===== src/rtl/spi_pkg.sv =====
// Shared SPI definitions: mode constants, CPOL/CPHA extraction, and the FSM
// state encoding also used by spi_master.
package spi_pkg;

  localparam int SPI_MODE0 = 0;
  localparam int SPI_MODE1 = 1;
  localparam int SPI_MODE2 = 2;
  localparam int SPI_MODE3 = 3;

  typedef enum logic {
    ST_IDLE   = 1'b0,
    ST_ACTIVE = 1'b1
  } spi_state_t;

  function automatic logic spi_cpol(input int mode);
    return mode[1];
  endfunction

  function automatic logic spi_cpha(input int mode);
    return mode[0];
  endfunction

endpackage


===== src/rtl/spi_sync_2ff.sv =====
// Two-flop synchronizer for one asynchronous SPI pin, with a configurable reset value.
// Latency: 2 clk cycles. Backpressure: none.
module spi_sync_2ff #(
  parameter logic RST_VAL = 1'b0
) (
  input  logic clk,
  input  logic rst,
  input  logic d,
  output logic q
);

  logic meta;

  always_ff @(posedge clk or posedge rst) begin
    if (rst) begin
      meta <= RST_VAL;
      q    <= RST_VAL;
    end else begin
      meta <= d;
      q    <= meta;
    end
  end

endmodule


===== src/rtl/spi_slave.sv =====
// Oversampled SPI slave, modes 0-3; LSB-first order selected by SPI_SLAVE_LSB_FIRST_EN.
// Latency: SCLK pin edge to rx_data_valid_o 3-4 clk. Backpressure: single TX hold register; IDLE_BYTE on underrun.
module spi_slave
  import spi_pkg::*;
#(
  parameter int         SPI_MODE  = 0,
  parameter logic [7:0] IDLE_BYTE = 8'h00
) (
  input  logic       clk_i,
  input  logic       reset_i,
  input  logic [7:0] tx_data_byte_i,
  input  logic       tx_data_valid_i,
  output logic       tx_ready_o,
  output logic [7:0] rx_data_byte_o,
  output logic       rx_data_valid_o,
  input  logic       spi_clk_i,
  input  logic       spi_cs_n_i,
  input  logic       spi_mosi_i,
  output logic       spi_miso_o,
  output logic       spi_miso_oe_o
);

  localparam logic CPOL = spi_cpol(SPI_MODE);
  localparam logic CPHA = spi_cpha(SPI_MODE);

  logic sclk_s, sclk_d, cs_s, cs_d, mosi_s;

  spi_sync_2ff #(.RST_VAL(CPOL)) u_sync_sclk (.clk(clk_i), .rst(reset_i), .d(spi_clk_i),  .q(sclk_s));
  spi_sync_2ff #(.RST_VAL(1'b1)) u_sync_cs   (.clk(clk_i), .rst(reset_i), .d(spi_cs_n_i), .q(cs_s));
  spi_sync_2ff #(.RST_VAL(1'b0)) u_sync_mosi (.clk(clk_i), .rst(reset_i), .d(spi_mosi_i), .q(mosi_s));

  always_ff @(posedge clk_i or posedge reset_i) begin
    if (reset_i) begin
      sclk_d <= CPOL;
      cs_d   <= 1'b1;
    end else begin
      sclk_d <= sclk_s;
      cs_d   <= cs_s;
    end
  end

  logic leading, trailing, sample_edge, drive_edge, cs_fall;
  assign leading     = (sclk_d == CPOL) && (sclk_s != CPOL);
  assign trailing    = (sclk_d != CPOL) && (sclk_s == CPOL);
  assign sample_edge = CPHA ? trailing : leading;
  assign drive_edge  = CPHA ? leading : trailing;
  assign cs_fall     = cs_d & ~cs_s;

  spi_state_t state_q, state_d;
  logic       active, enter, load, shift;
  logic [2:0] tx_cnt, rx_cnt;
  logic [7:0] tx_shift, tx_hold, rx_shift, rx_next, tx_shifted, load_byte;
  logic       hold_full, hs;

  always_ff @(posedge clk_i or posedge reset_i) begin
    if (reset_i) state_q <= ST_IDLE;
    else         state_q <= state_d;
  end

  // A raised CS_N masks any SCLK edge detected in the same cycle.
  always_comb begin
    state_d = state_q;
    active  = 1'b0;
    enter   = 1'b0;
    load    = 1'b0;
    shift   = 1'b0;
    case (state_q)
      ST_IDLE: begin
        if (cs_fall) begin
          state_d = ST_ACTIVE;
          enter   = 1'b1;
        end
      end
      ST_ACTIVE: begin
        if (cs_s) state_d = ST_IDLE;
        else      active  = 1'b1;
      end
      default: state_d = ST_IDLE;
    endcase
    if (CPHA == 1'b0) begin
      load  = enter | (active & drive_edge & (tx_cnt == 3'd7));
      shift = active & drive_edge & (tx_cnt != 3'd7);
    end else begin
      load  = active & drive_edge & (tx_cnt == 3'd0);
      shift = active & drive_edge & (tx_cnt != 3'd0);
    end
  end

`ifdef SPI_SLAVE_LSB_FIRST_EN
  assign rx_next    = {mosi_s, rx_shift[7:1]};
  assign tx_shifted = {1'b0, tx_shift[7:1]};
  assign spi_miso_o = tx_shift[0];
`else
  assign rx_next    = {rx_shift[6:0], mosi_s};
  assign tx_shifted = {tx_shift[6:0], 1'b0};
  assign spi_miso_o = tx_shift[7];
`endif

  assign tx_ready_o    = ~hold_full;
  assign hs            = tx_data_valid_i & ~hold_full;
  assign load_byte     = hold_full ? tx_hold : (hs ? tx_data_byte_i : IDLE_BYTE);
  assign spi_miso_oe_o = (state_q == ST_ACTIVE);

  always_ff @(posedge clk_i or posedge reset_i) begin
    if (reset_i) begin
      tx_shift        <= 8'h00;
      tx_hold         <= 8'h00;
      hold_full       <= 1'b0;
      tx_cnt          <= 3'd0;
      rx_shift        <= 8'h00;
      rx_cnt          <= 3'd0;
      rx_data_byte_o  <= 8'h00;
      rx_data_valid_o <= 1'b0;
    end else begin
      rx_data_valid_o <= 1'b0;
      // A handshake coinciding with a load on an empty hold bypasses the hold.
      if (load) begin
        tx_shift  <= load_byte;
        hold_full <= 1'b0;
      end else begin
        if (hs) begin
          tx_hold   <= tx_data_byte_i;
          hold_full <= 1'b1;
        end
        if (shift) tx_shift <= tx_shifted;
      end
      if (!active)         tx_cnt <= 3'd0;
      else if (drive_edge) tx_cnt <= tx_cnt + 3'd1;
      if (!active) begin
        rx_cnt <= 3'd0;
      end else if (sample_edge) begin
        rx_shift <= rx_next;
        rx_cnt   <= rx_cnt + 3'd1;
        if (rx_cnt == 3'd7) begin
          rx_data_byte_o  <= rx_next;
          rx_data_valid_o <= 1'b1;
        end
      end
    end
  end

endmodule


===== config.mk =====
export PLATFORM = sky130hd
export DESIGN_NAME = spi_slave
export DESIGN_NICKNAME = d
export VERILOG_FILES = /design/src/rtl/spi_pkg.sv /design/src/rtl/spi_sync_2ff.sv /design/src/rtl/spi_slave.sv
export SDC_FILE = /design/constraint.sdc
export NUM_CORES = 1
export LEC_CHECK = 0
export BUFFER_PORTS_ARGS = -buffer_cell sky130_fd_sc_hd__buf_2
export CAP_MARGIN = 20
export CELL_PAD_IN_SITES_DETAIL_PLACEMENT = 1
export CELL_PAD_IN_SITES_GLOBAL_PLACEMENT = 1
export CORE_MARGIN = 2
export CORE_UTILIZATION = 40
export CTS_CLUSTER_SIZE = 14
export DETAILED_ROUTE_END_ITERATION = 7
export PLACE_DENSITY = 0.65
export SYNTH_ARGS = -nofsm -noshare
export SYNTH_HDL_FRONTEND = slang
export SYNTH_SLANG_ARGS = --single-unit

===== constraint.sdc =====
create_clock -name clk_i -period 2.2 [get_ports clk_i]
set_input_delay 0.44 -clock clk_i [delete_from_list [all_inputs] [get_ports clk_i]]
set_output_delay 0.44 -clock clk_i [all_outputs]
set_load 0.01 [all_outputs]

# After elaboration in Yosys (flattened, before gate mapping)
# Index checks and enable logic that the tools add are counted.
[totals]
ff_bits = 48
latchBits = 0
mem_bits_rw = 0
romBits = 0
in_bits = 14
out_inout_bits = 12
elab_cells = 61
memories = 0
[op_classes]
addsub = 2
n_mul = 0
n_div = 0
order_cmp = 0
eq_ne = 5
shifts = 0
muxes = 18
bitwise = 12
reduce_logical = 7
[op_table]
columns = ["operator", "count"]
rows = [
  ["8-bit two-way mux", 4],
  ["3-bit two-way mux", 4],
  ["1-bit two-way mux", 9],
  ["3-bit by 1-bit adder with 3-bit output, second input constant", 2],
  ["3-bit equality test, second input constant", 2],
  ["1-bit NOT", 6],
  ["1-bit bitwise AND", 5],
  ["2-bit inequality test, second input constant", 2],
  ["2-bit AND reduction", 2],
  ["2-bit nonzero test", 2],
  ["3-bit inequality test, second input constant", 1],
  ["3-bit AND reduction", 1],
  ["1-bit logical AND", 2],
  ["1-bit one-hot mux with 2 select lines", 1],
  ["1-bit OR", 1],
]

# Longest topological paths before layout
# Gate-level depths: netlist of run 1.
[depth]
depth_word = 7
ltp_mapped = 5
mapped_depth_nobuf = 5

# Hierarchy
# A second synthesis of run 1 with hierarchy kept.
[hier_totals]
cells_unflattened = 161
area_unflattened_um2 = 2047.0
[by_module_without_submodules]
columns = ["module", "instances", "cells_per_inst", "area_per_inst_um2", "seq_area_each_um2"]
rows = [
  ["spi_slave", 1, 152, 1883.1, 1052.3],
  ["spi_sync_2ff at u_sync_mosi ...", 2, 3, 53.8, 50.0],
  ["spi_sync_2ff at u_sync_cs", 1, 3, 56.3, 52.6],
]

# Worst setup path after synthesis of run 1
# No wires, ideal clock.
[synth_timing]
path_kind = "register -> register"
startpoint = "register state_q (netlist: spi_miso_oe_o)"
endpoint = "register tx_hold[2]"
setup_ps = 125
arrival_time_ps = 1544
t_required_ps = 2075
setup_slack_ps = 531
stages_incl_launch_ff = 5
n_path_buf = 1
period_less_slack_ps = 1669
cell_sequence = "dfrtp_1 -> buf_2 -> nor3b_2 -> a311oi_4 -> mux2_2"
[synth_between]
elab_chain_len = 6
word_cells_on_any_way = 7
cone_classes = "mux (2); bitwise (4); reduce/logical (1)"
[synth_lines]
columns = ["item", "line", "text"]
rows = [
  ["from (decl)", "spi_slave.sv:49", "spi_state_t state_q, state_d;"],
  ["from (signal assigned)", "spi_slave.sv:57", "else state_q <= state_d;"],
  ["1-bit two-way mux", "spi_slave.sv:67", "case (state_q)"],
  ["1-bit bitwise AND", "--", ""],
  ["1-bit bitwise AND", "spi_slave.sv:81", "load = enter | (active & drive_edge & (tx_cnt == 3'd7));"],
  ["1-bit OR (*)", "spi_slave.sv:81", ""],
  ["1-bit NOT (no line) (*)", "--", ""],
  ["2-bit AND reduction (no line) (*)", "--", ""],
  ["to (signal assigned)", "spi_slave.sv:122", "tx_hold <= tx_data_byte_i;"],
  ["to (decl)", "spi_slave.sv:52", "logic [7:0] tx_shift, tx_hold, rx_shift, rx_next, tx_shifted, load_byte;"],
]
# Mark *: on every way between the ends. The rest lies on a longest branch, timed or not.
# A chain may end at the register's enable or synchronous reset.

# Worst setup path in the final report of run 1
[layout_timing]
startpoint = "register u_sync_cs.q"
endpoint = "register tx_hold[2]"
[layout_between]
elab_chain_len = 7
word_cells_on_any_way = 11
cone_classes = "mux (4); bitwise (6); reduce/logical (1)"
[layout_lines]
columns = ["item", "line", "text"]
rows = [
  ["from (decl)", "spi_sync_2ff.sv:9", "output logic q"],
  ["from (signal assigned)", "spi_sync_2ff.sv:20", "q <= meta;"],
  ["1-bit two-way mux / 1-bit NOT (equally long branches)", "spi_slave.sv:75, spi_slave.sv:47", ""],
  ["1-bit two-way mux / 1-bit bitwise AND (equally long branches)", "spi_slave.sv:67, spi_slave.sv:47", ""],
  ["1-bit bitwise AND / 1-bit two-way mux (equally long branches)", "--", ""],
  ["1-bit bitwise AND / 1-bit two-way mux (equally long branches)", "spi_slave.sv:81, spi_slave.sv:67", ""],
  ["1-bit OR (*)", "spi_slave.sv:81", ""],
  ["1-bit NOT (no line) (*)", "--", ""],
  ["2-bit AND reduction (no line) (*)", "--", ""],
]
# Marks and branches as above.

==> results.sh, run 1 <==
export IMPL_worst_pin_slew_ps=820
export IMPL_powerDensity_nw_per_um2=791
export IMPL_critical_path_endpoint_type="flop"
export IMPL_synth_ff_latch_count=48
export IMPL_max_clock_path_buffers=2
export IMPL_critPathCapture="tx_hold[2]$_DFFE_PP0P_"
export IMPL_number_of_global_route_vias_before_repair=1318
export IMPL_placedCellCount=236
export IMPL_routabilityCongestion=0.760
export IMPL_synth_nets=167
export IMPL_routed_via_count=1242
export IMPL_setup_reg_to_reg_worst_slack_ps=390
export IMPL_ant_nets=0
export IMPL_hold_viol=0
export IMPL_worst_endpoint_required_ps=2390
export IMPL_worstRegToRegCells=3
export IMPL_worst_setup_hold_path_clk_slew_ps=90
export IMPL_dr_wl_met3_um=147
export IMPL_synth_top_flop_cell="sky130_fd_sc_hd__dfrtp_1"
export IMPL_met2_wirelength_mm=1.85
export IMPL_firstDrtPassIters=4
export IMPL_yosys_cell_types_count=31
export IMPL_cts_sinks=48
export IMPL_mappedNetlistArea_um2=2010
export IMPL_grt_overflow=0
export IMPL_worst_setup_path_start_kind="flop"
export IMPL_grt_setup_unrepaired="false"
export IMPL_tritoncts="built"
export IMPL_antenna_found_initial=0
export IMPL_final_critical_path_required_period_ps=1810
export IMPL_n_antenna_cell=0
export IMPL_dr_first_iter_drc_count=70
export IMPL_synthDominantAreaCellType="sky130_fd_sc_hd__dfrtp_1"
export IMPL_total_power_w=0.00182
export IMPL_period_share_pct=82.4
export IMPL_most_frequent_cell_after_synthesis="sky130_fd_sc_hd__dfrtp_1"
export IMPL_timing_critical_path_fanout_max=14
export IMPL_total_leakage_power_nw=1.10
export IMPL_placement_setup_worst_slack_ps=361
export IMPL_cell_at_the_root_of_the_clock_tree="sky130_fd_sc_hd__clkbuf_8"
export IMPL_synth_top_area_share_pct=55.9
export IMPL_area_delta_synth_final_pct=14.0
export IMPL_critPathSlowestCell="sky130_fd_sc_hd__dfstp_2"
export IMPL_setup_violations_final=0
export IMPL_worstReg2RegStart="u_sync_cs.q$_DFF_PP1_"
export IMPL_fin_cells=244
export IMPL_grt_first_pass_wirelength_mm=6.46
export IMPL_die_h_um=75.0
export IMPL_core_um2=4790
export IMPL_synthCells=149
export IMPL_timing_critical_path_arrival_ps=2000
export IMPL_max_cap_violations=0
export IMPL_post_route_drc_count=0
export IMPL_ys_warn_count=0
export IMPL_synth_async_reset_ratio_pct=100
export IMPL_ios=26
export IMPL_path_class="flop to flop"
export IMPL_die_w_um=75.0
export IMPL_synth_seq_area_share_pct=59.8
export IMPL_crit_chain="nor3b_2 > a311oi_4 > mux2_2"
export IMPL_drv_slew=0
export IMPL_maximum_number_of_pins_on_one_net_before_global_route_repair=41
export IMPL_crit_reg2reg_capture="tx_hold[2]$_DFFE_PP0P_"
export IMPL_floorplan_rows=25
export IMPL_detail_route_vias_per_cell=5.09
export IMPL_cts_htree_levels=2
export IMPL_post_cts_repair_setup_buffers=0
export IMPL_clk_insertion_delay_late_ps=300
export IMPL_synth_cells_most_frequent="sky130_fd_sc_hd__dfrtp_1, sky130_fd_sc_hd__mux2_2, sky130_fd_sc_hd__nand2_1, sky130_fd_sc_hd__nor2_1"
export IMPL_initial_core_util_pct=42.1
export IMPL_maxUsedRoutingLayer="met4"
export IMPL_hpwl_mm=2.85
export IMPL_maximum_single_stage_delay_on_the_critical_path_ps=670
export IMPL_timing_slew_headroom_pct=45.2
export IMPL_maxClockFrequency_mhz=551
export IMPL_m1WireLength_mm=1.81
export IMPL_wl_mm=3.86
export IMPL_num_nets_final=194
export IMPL_cts_inserted_buffers=5
export IMPL_post_route_cells_drive_above_1_share_pct=36.2
export IMPL_synth_edff_count=0
export IMPL_timing_hold_worst_class="input pin to flop"
export IMPL_finalSetupTns_ps=0
export IMPL_portBuffers=25
export IMPL_fin_skew_ps=7.97
export IMPL_run_status="complete, no violations"
export IMPL_syn_area_per_cell_um2=13.5
export IMPL_worst_vdd_drop_uv=395
export IMPL_post_cts_hold_buffer_count=0
export IMPL_post_drt_wl_per_cell_um=15.8
export IMPL_fin_ws_ps=386
export IMPL_grtUsageTotal_pct=15.6
export IMPL_dieArea_um2=5620
export IMPL_cp_startpoint="u_sync_cs.q$_DFF_PP1_"
export IMPL_post_cts_resized=0
export IMPL_synth_top_cells_by_area="sky130_fd_sc_hd__dfrtp_1, sky130_fd_sc_hd__mux2_2, sky130_fd_sc_hd__dfstp_2"
==> layout by cell type, fill, tap and decap left out, drive strengths merged, types with 6 or more instances in the layout <==
cell,n
nand3b,7
buf,28
a221o,7
clkbuf,6
mux2,23
nor2,10
dfrtp,45
nand2,11
a221oi,7
==> power breakdown <==
part / internal [W] / total, W / switching, W / leakage [nW]
clock: 0.000223 / 0.000518 / 0.000295 / 0.0412
sequential: 0.000996 / 0.00107 / 0.0000749 / 0.612
combinational: 0.000125 / 0.000228 / 0.000103 / 0.448
total: 0.00134 / 0.00182 / 0.000473 / 1.10
==> routing by layer <==
layer	vias to the layer above	track usage [%]
met3	6	4.82
met1	627	20.2
met4	0	5.36
li1	589	-
met2	20	24.9
met5	-	0
==> metrics by stage <==
step | hold WS (ps) | utilization (%) | cell area (um^2)
5_1_grt | 217 | 48.0 | 2300
3_5_place_dp | 348 | 46.2 | 2210
2_1_floorplan | 331 | - | 2010
4_1_cts | 225 | 48.0 | 2300
6_report | 230 | 48.0 | 2300
3_3_place_gp | 332 | 46.2 | 2210
==> critical path: cells and delay by family (launching register included) <==
kind / cells / cell delay [ps]
AO/OA/AOI/OAI: 1 / 540
flip-flops: 1 / 670
multiplexers: 1 / 390
AND/OR/NAND/NOR: 1 / 100
==> cells by family (layout without fill, tap and decap cells) <==
group | after synthesis | in the layout | synth area share, %
DFF | 48 | 48 | 59.8
and+or+nand+nor | 37 | 37 | 10.4
muxes | 27 | 27 | 14.8
AOI/OAI and AO/OA | 19 | 19 | 9.07
buffers and inverters | 12 | 40 | 2.48
adders and majority gates | 4 | 4 | 2.48
xor gates and xnor gates | 2 | 2 | 0.870
==> flip-flops by register name (all words and copies together) (netlist names) <==
register and count:
cs_d 1, hold_full 1, rx_cnt 3, rx_data_byte_o 8
rx_data_valid_o 1, rx_shift 7, sclk_d 1, spi_miso_oe_o 1
tx_cnt 3, tx_hold 8, tx_shift 8, u_sync_cs.meta 1
u_sync_cs.q 1, u_sync_mosi.meta 1, u_sync_mosi.q 1, u_sync_sclk.meta 1
u_sync_sclk.q 1
==> how the worst min path moves through the flow <==
stage | to | from | slack (ps) | cells after the start
floorplan | u_sync_mosi.q$_DFF_PP0_ | u_sync_mosi.meta$_DFF_PP0_ | 330 | 0
global placement | u_sync_sclk.q$_DFF_PP0_ | u_sync_sclk.meta$_DFF_PP0_ | 330 | 0
detailed placement | u_sync_cs.q$_DFF_PP1_ | u_sync_cs.meta$_DFF_PP1_ | 350 | 0
CTS | u_sync_cs.meta$_DFF_PP1_ | spi_cs_n_i | 230 | 1
global route | u_sync_cs.meta$_DFF_PP1_ | spi_cs_n_i | 220 | 1
finish | u_sync_cs.meta$_DFF_PP1_ | spi_cs_n_i | 230 | 1
==> layout make-up <==
type / instances / area (um^2)
flip-flops and latches: 48 / 1200
well taps: 67 / 83.8
repair buffers: 28 / 148
fillers: 502 / 2490
inverters: 4 / 15.0
multi-input cells: 89 / 759
clock buffers: 6 / 72.6
clock inverters: 2 / 12.5
Note: power is estimated with default switching activity, not from simulation.
==> run 2: changes to the inputs <==
- ABC_AREA: unset -> 1
- CORE_UTILIZATION: 40 -> 39
- PLACE_DENSITY: 0.65 -> 0.7
- clock period: 2.2 -> 1.5 ns (I/O delays scaled with it)
==> results.sh, run 2 <==
export IMPL_clock_power_share_pct=29.1
export IMPL_worst_setup_hold_path_clk_slew_ps=100
export IMPL_crit_cells=6
export IMPL_max_cap_violations=0
export IMPL_firstDrtPassIters=4
export IMPL_dieArea_um2=6040
export IMPL_maximum_number_of_pins_on_one_net_before_global_route_repair=21
export IMPL_setup_reg_to_reg_worst_slack_ps=90
export IMPL_antenna_found_initial=0
export IMPL_post_drt_wl_per_cell_um=14.0
export IMPL_synthCells=223
export IMPL_synth_cells_most_frequent="sky130_fd_sc_hd__nand2_1, sky130_fd_sc_hd__dfrtp_1, sky130_fd_sc_hd__nand3_1"
export IMPL_fin_skew_ps=7.76
export IMPL_dr_wl_met3_um=165
export IMPL_number_of_global_route_vias_before_repair=1702
export IMPL_initial_core_util_pct=41.0
export IMPL_maxClockFrequency_mhz=710
export IMPL_maxUsedRoutingLayer="met4"
export IMPL_powerDensity_nw_per_um2=1130
export IMPL_fill_cells=603
export IMPL_worst_setup_path_start_kind="flop"
export IMPL_drv_slew=0
export IMPL_synth_top_flop_cell="sky130_fd_sc_hd__dfrtp_1"
export IMPL_worstRegToRegCells=6
export IMPL_portBuffers=25
export IMPL_clk_insertion_delay_late_ps=310
export IMPL_final_critical_path_required_period_ps=1410
export IMPL_synth_seq_area_share_pct=56.9
export IMPL_m1WireLength_mm=2.30
export IMPL_num_nets_final=280
export IMPL_post_route_drc_count=0
export IMPL_floorplan_rows=26
export IMPL_critical_path_endpoint_type="flop"
export IMPL_cts_sinks=48
export IMPL_syn_area_per_cell_um2=9.50
export IMPL_timing_critical_path_fanout_max=9
export IMPL_timing_slew_headroom_pct=71.1
export IMPL_synth_nets=241
export IMPL_top_regs="rx_data_byte_o: 8 flops, tx_hold: 8 flops, tx_shift: 8 flops"
export IMPL_grt_overflow=0
export IMPL_synth_edff_count=0
export IMPL_total_power_w=0.00284
export IMPL_switching_share_pct=29.9
export IMPL_power_share_sequential_pct=56.1
export IMPL_hpwl_mm=3.37
export IMPL_ios=26
export IMPL_cp_startpoint="tx_cnt[0]$_DFFE_PP0P_"
export IMPL_synth_ff_latch_count=48
export IMPL_worst_pin_slew_ps=432
export IMPL_post_cts_repair_setup_buffers=0
export IMPL_met2_wirelength_mm=2.14
export IMPL_routabilityCongestion=0.738
export IMPL_crit_buf_inv=1
export IMPL_die_w_um=77.7
export IMPL_timing_critical_path_arrival_ps=1600
export IMPL_top_library_cells_by_usage_in_the_layout_fill_and_taps_aside="sky130_fd_sc_hd__nand2_1, sky130_fd_sc_hd__dfrtp_1, sky130_fd_sc_hd__nand3_1, sky130_fd_sc_hd__buf_2, sky130_fd_sc_hd__nand4_1"
export IMPL_total_leakage_power_nw=1.35
export IMPL_worstReg2RegStart="tx_cnt[0]$_DFFE_PP0P_"
export IMPL_path_class="flop to flop"
export IMPL_ys_warn_count=0
export IMPL_ant_nets=0
export IMPL_worst_endpoint_required_ps=1690
export IMPL_synth_async_reset_ratio_pct=100
export IMPL_synth_top_area_share_pct=53.2
export IMPL_placement_setup_worst_slack_ps=105
export IMPL_timing_hold_worst_class="input pin to flop"
export IMPL_yosys_cell_types_count=23
export IMPL_crit_chain="ha_1 > ha_1 > clkinv_1 > nand2_2 > nand3_1 > nand3_1"
export IMPL_crit_reg2reg_capture="tx_shift[1]$_DFFE_PP0P_"
export IMPL_cell_at_the_root_of_the_clock_tree="sky130_fd_sc_hd__clkbuf_8"
export IMPL_hold_viol=0
export IMPL_post_route_cells_drive_above_1_share_pct=25.1
export IMPL_cts_inserted_buffers=5
export IMPL_worst_vdd_drop_uv=578
export IMPL_routed_via_count=1675
export IMPL_synth_top_cells_by_area="sky130_fd_sc_hd__dfrtp_1, sky130_fd_sc_hd__nand2_1, sky130_fd_sc_hd__nand3_1"
export IMPL_die_h_um=77.7
export IMPL_critPathSlowestCell="sky130_fd_sc_hd__dfrtp_1"
export IMPL_combinationalPowerShare_pct=14.8
export IMPL_most_frequent_cell_after_synthesis="sky130_fd_sc_hd__nand2_1"
export IMPL_mappedNetlistArea_um2=2120
export IMPL_maximum_single_stage_delay_on_the_critical_path_ps=410
export IMPL_layout_commonest_cell="sky130_fd_sc_hd__nand2_1"
export IMPL_max_clock_path_buffers=2
export IMPL_fin_ws_ps=91.9
export IMPL_n_antenna_cell=0
export IMPL_power_net_switching_w=0.000850
export IMPL_tritoncts="built"
export IMPL_synthDominantAreaCellType="sky130_fd_sc_hd__dfrtp_1"
export IMPL_critPathCapture="tx_shift[1]$_DFFE_PP0P_"
export IMPL_wl_mm=4.68
export IMPL_finalSetupTns_ps=0
export IMPL_core_um2=5170
export IMPL_critical_path_top_delay_family="adder cells"
export IMPL_period_share_pct=93.9
export IMPL_grt_first_pass_wirelength_mm=8.11
export IMPL_grtUsageTotal_pct=17.4
export IMPL_area_delta_synth_final_pct=18.1
export IMPL_grt_setup_unrepaired="false"
export IMPL_detail_route_vias_per_cell=5.03
export IMPL_internal_power_w=0.00199
export IMPL_cts_htree_levels=2
export IMPL_setup_violations_final=0
export IMPL_dr_first_iter_drc_count=58
export IMPL_run_status="complete, no violations"
[run 2: changes by cell type in the layout (fill, tap and decap cells not counted), sizes merged, moves of 4 or more]
cell,delta
o21ai,+12
nand3b,-7
mux2i,-4
a221o,-7
buf,+9
inv,+7
nand4,+15
nand3,+36
a221oi,-7
mux2,-23
nand2,+64
[run 2: what timing repair did]
item | CTS | global route
hold endpoints to repair | 14 | 0
endpoints found under the setup margin | 1 | 1
resized for setup | 1 | 1
hold buffers | 1 | 0
[run 2: per-stage QoR]
stage	util [%]	area (um^2)	hold slack, ps	std cells
after CTS	48.3	2500	68.5	333
after global placement	46.3	2390	327	324
final	48.4	2500	82.3	333
after floorplan	-	2120	304	223
after global routing	48.4	2500	64.0	333
after detailed placement	46.3	2390	329	324
[run 2: power groups by stage]
stage	Sequential, W	Combinational, W	Clock (W)
after floorplan	0.00159	0.000303	0
after global placement	0.00161	0.000417	0
after detailed placement	0.00161	0.000426	0
after CTS	0.00159	0.000430	0.000867
after global routing	0.00161	0.000491	0.000917
final	0.00159	0.000421	0.000827
[run 2: logic make-up after synthesis]
| family | share of synthesized area, % |
|---|---|
| AND/OR/NAND/NOR | 32.2 |
| flip-flops | 56.9 |
| AO/OA/AOI/OAI | 4.13 |
| buffers and inverters | 4.43 |
| adder cells (fa/ha/maj) | 2.36 |
[run 2: layer usage]
metal	up-vias	global-route usage, %
met1	810	23.4
met3	5	4.88
met5	-	0
met2	31	26.6
met4	0	6.96
li1	829	-
[run 2: worst min-delay path by stage]
stage | cells after the start | to | start | slack, ps
CTS | 1 | u_sync_cs.meta$_DFF_PP1_ | spi_cs_n_i | 70
detailed placement | 2 | rx_shift[0]$_DFFE_PP0P_ | reset_i | 330
global placement | 2 | rx_shift[0]$_DFFE_PP0P_ | reset_i | 330
floorplan | 0 | u_sync_cs.meta$_DFF_PP1_ | spi_cs_n_i | 300
finish | 1 | u_sync_cs.meta$_DFF_PP1_ | spi_cs_n_i | 80
global route | 1 | u_sync_cs.meta$_DFF_PP1_ | spi_cs_n_i | 60
[run 2: layout make-up]
| cell class | count | area (um^2) | share of cell area, % |
|---|---|---|---|
| Tap cell | 70 | 87.6 | 3.50 |
| Inverter | 11 | 42.5 | 1.70 |
| Clock inverter | 3 | 26.3 | 1.05 |
| Multi-Input combinational cell | 158 | 820 | 32.8 |
| Clock buffer | 5 | 68.8 | 2.75 |
| Sequential cell | 48 | 1210 | 48.2 |
| Timing Repair Buffer | 38 | 250 | 10.0 |
==> run 3: changes to the inputs <==
- GPL_TIMING_DRIVEN: unset -> 0
- PLACE_DENSITY: 0.7 -> 0.8
==> results.sh, run 3 (synthesis gave the netlist of run 2 again) <==
export IMPL_run_status="complete, no violations"
export IMPL_period_share_pct=95.2
export IMPL_maxClockFrequency_mhz=701
export IMPL_max_cap_violations=0
export IMPL_drv_slew=0
export IMPL_worst_setup_hold_path_clk_slew_ps=90
export IMPL_top_library_cells_by_usage_in_the_layout_fill_and_taps_aside="sky130_fd_sc_hd__nand2_1, sky130_fd_sc_hd__dfrtp_1, sky130_fd_sc_hd__nand3_1, sky130_fd_sc_hd__buf_2, sky130_fd_sc_hd__nand4_1"
export IMPL_fin_skew_ps=7.69
export IMPL_ios=26
export IMPL_maximum_number_of_pins_on_one_net_before_global_route_repair=38
export IMPL_post_route_cells_drive_above_1_share_pct=24.4
export IMPL_maximum_single_stage_delay_on_the_critical_path_ps=580
export IMPL_worstRegToRegCells=5
export IMPL_timing_hold_worst_class="input pin to flop"
export IMPL_grt_setup_unrepaired="true"
export IMPL_num_nets_final=275
export IMPL_gr_usage_met3_pct=2.44
export IMPL_die_h_um=77.7
export IMPL_firstDrtPassIters=4
export IMPL_cts_inserted_buffers=5
export IMPL_critical_path_endpoint_type="flop"
export IMPL_timing_critical_path_arrival_ps=1660
export IMPL_n_antenna_cell=0
export IMPL_grtUsageTotal_pct=17.4
export IMPL_stdcell_area_um2=2530
export IMPL_number_of_global_route_vias_before_repair=1753
export IMPL_setup_reg_to_reg_worst_slack_ps=70
export IMPL_critPathSlowestCell="sky130_fd_sc_hd__dfstp_2"
export IMPL_setup_violations_final=0
export IMPL_clk_insertion_delay_late_ps=300
export IMPL_layout_commonest_cell="sky130_fd_sc_hd__nand2_1"
export IMPL_antenna_found_initial=0
export IMPL_top_regs="rx_data_byte_o: 8 flops, tx_hold: 8 flops, tx_shift: 8 flops"
export IMPL_worst_vdd_drop_uv=522
export IMPL_path_class="flop to flop"
export IMPL_fill_cells=601
export IMPL_core_um2=5170
export IMPL_wl_mm=4.88
export IMPL_total_leakage_power_nw=1.35
export IMPL_worst_pin_slew_ps=362
export IMPL_cts_htree_levels=2
export IMPL_routed_via_count=1703
export IMPL_area_delta_synth_final_pct=19.4
export IMPL_worst_setup_path_start_kind="flop"
export IMPL_initial_core_util_pct=41.0
export IMPL_floorplan_rows=26
export IMPL_worst_endpoint_required_ps=1740
export IMPL_dpl_instance_area_um2=2350
export IMPL_hold_viol=0
export IMPL_worst_hold_launch="spi_cs_n_i"
export IMPL_hold_path_depth=1
export IMPL_cell_at_the_root_of_the_clock_tree="sky130_fd_sc_hd__clkbuf_8"
export IMPL_met1_usage_pct=24.6
export IMPL_grt_overflow=0
export IMPL_dieArea_um2=6040
export IMPL_timing_critical_path_fanout_max=10
export IMPL_dr_first_iter_drc_count=94
export IMPL_grt_busiest_layer="met2"
export IMPL_crit_reg2reg_capture="tx_shift[7]$_DFFE_PP0P_"
export IMPL_post_route_drc_count=0
export IMPL_die_w_um=77.7
export IMPL_final_critical_path_required_period_ps=1430
export IMPL_hpwl_mm=3.36
export IMPL_finish_utilization_pct=48.9
export IMPL_cts_sinks=48
export IMPL_powerDensity_nw_per_um2=1180
export IMPL_detail_route_vias_per_cell=5.19
export IMPL_gr_usage_met2_pct=28.2
export IMPL_routabilityCongestion=0.728
export IMPL_post_drt_wl_per_cell_um=14.9
export IMPL_portBuffers=24
export IMPL_grt_first_pass_wirelength_mm=8.43
export IMPL_ant_nets=0
export IMPL_timing_slew_headroom_pct=75.8
export IMPL_tritoncts="built"
export IMPL_worstReg2RegStart="u_sync_cs.q$_DFF_PP1_"
export IMPL_crit_chain="inv_1 > nand3_2 > buf_4 > nand4_1 > nand3_1"
export IMPL_max_clock_path_buffers=2
export IMPL_hold_end="u_sync_cs.meta$_DFF_PP1_"
## run 3: changes by cell type in the layout (fill, tap and decap cells not counted), moves of 2 or more
cell and delta:
sky130_fd_sc_hd__inv_6 -2, sky130_fd_sc_hd__inv_4 +2, sky130_fd_sc_hd__nand2_2 -2, sky130_fd_sc_hd__buf_4 -6, sky130_fd_sc_hd__nand2_4 +2
## run 3: worst max path at each step
stage,from,end,slack [ps]
2_1_floorplan,reset_i,hold_full$_DFFE_PP0P_,60
3_3_place_gp,reset_i,tx_cnt[2]$_DFFE_PP0P_,-600
3_5_place_dp,tx_cnt[0]$_DFFE_PP0P_,tx_hold[5]$_DFFE_PP0P_,5
4_1_cts,tx_cnt[0]$_DFFE_PP0P_,tx_shift[7]$_DFFE_PP0P_,20
5_1_grt,u_sync_cs.q$_DFF_PP1_,tx_hold[5]$_DFFE_PP0P_,-2
6_report,u_sync_cs.q$_DFF_PP1_,tx_shift[7]$_DFFE_PP0P_,70
## run 3: cell type report
| class | instances | area, um^2 | share of cell area [%] |
|---|---|---|---|
| Buffer | 6 | 55.1 | 2.18 |
| Tap cell | 70 | 87.6 | 3.46 |
| Clock inverter | 3 | 47.5 | 1.88 |
| Multi-Input combinational cell | 158 | 850 | 33.6 |
| Sequential cell | 48 | 1200 | 47.6 |
| Timing Repair Buffer | 27 | 170 | 6.73 |
| Inverter | 11 | 46.3 | 1.83 |
| Clock buffer | 5 | 68.8 | 2.72 |
## run 3: through the flow
stage / power [W] / TNS [ps] / std cells / worst slack, ps / hold slack, ps
4_1_cts: 0.00300 / 0 / 327 / 15.2 / 82.0
6_report: 0.00298 / 0 / 328 / 72.5 / 87.7
5_1_grt: 0.00316 / -1.60 / 328 / -1.60 / 70.4
2_1_floorplan: 0.00189 / 0 / 223 / 60.5 / 304
3_5_place_dp: 0.00203 / 0 / 318 / 4.59 / 258
3_3_place_gp: 0.00199 / -27480 / 317 / -600 / 334
## run 3: worst max-delay path: cells and delay by family (launching register included)
kind / cells / cell delay (ps)
buffers and inverters: 2 / 300
AND/OR/NAND/NOR: 3 / 480
flip-flops: 1 / 580
## run 3: power by group
part | switching, W | internal, W | leakage (nW)
sequential | 0.000116 | 0.00148 | 0.620
clock | 0.000455 | 0.000503 | 0.0583
combinational | 0.000269 | 0.000159 | 0.675
total | 0.000840 | 0.00214 | 1.35
## run 3: per-layer routing
metal,routed length [um],part of all wire [%],vias up
li1,-,-,816
met3,128,2.6,9
met4,85,1.7,0
met2,2320,48,35
met5,0,0,-
met1,2340,48,843
## run 3: what timing repair did
item	in CTS	in global routing
pin swaps	0	1
hold buffers	1	0
buffers inserted	0	1
endpoints found under the setup margin	3	16
gates cloned	0	0
gates resized for setup	4	7
endpoints found under the hold margin	11	0
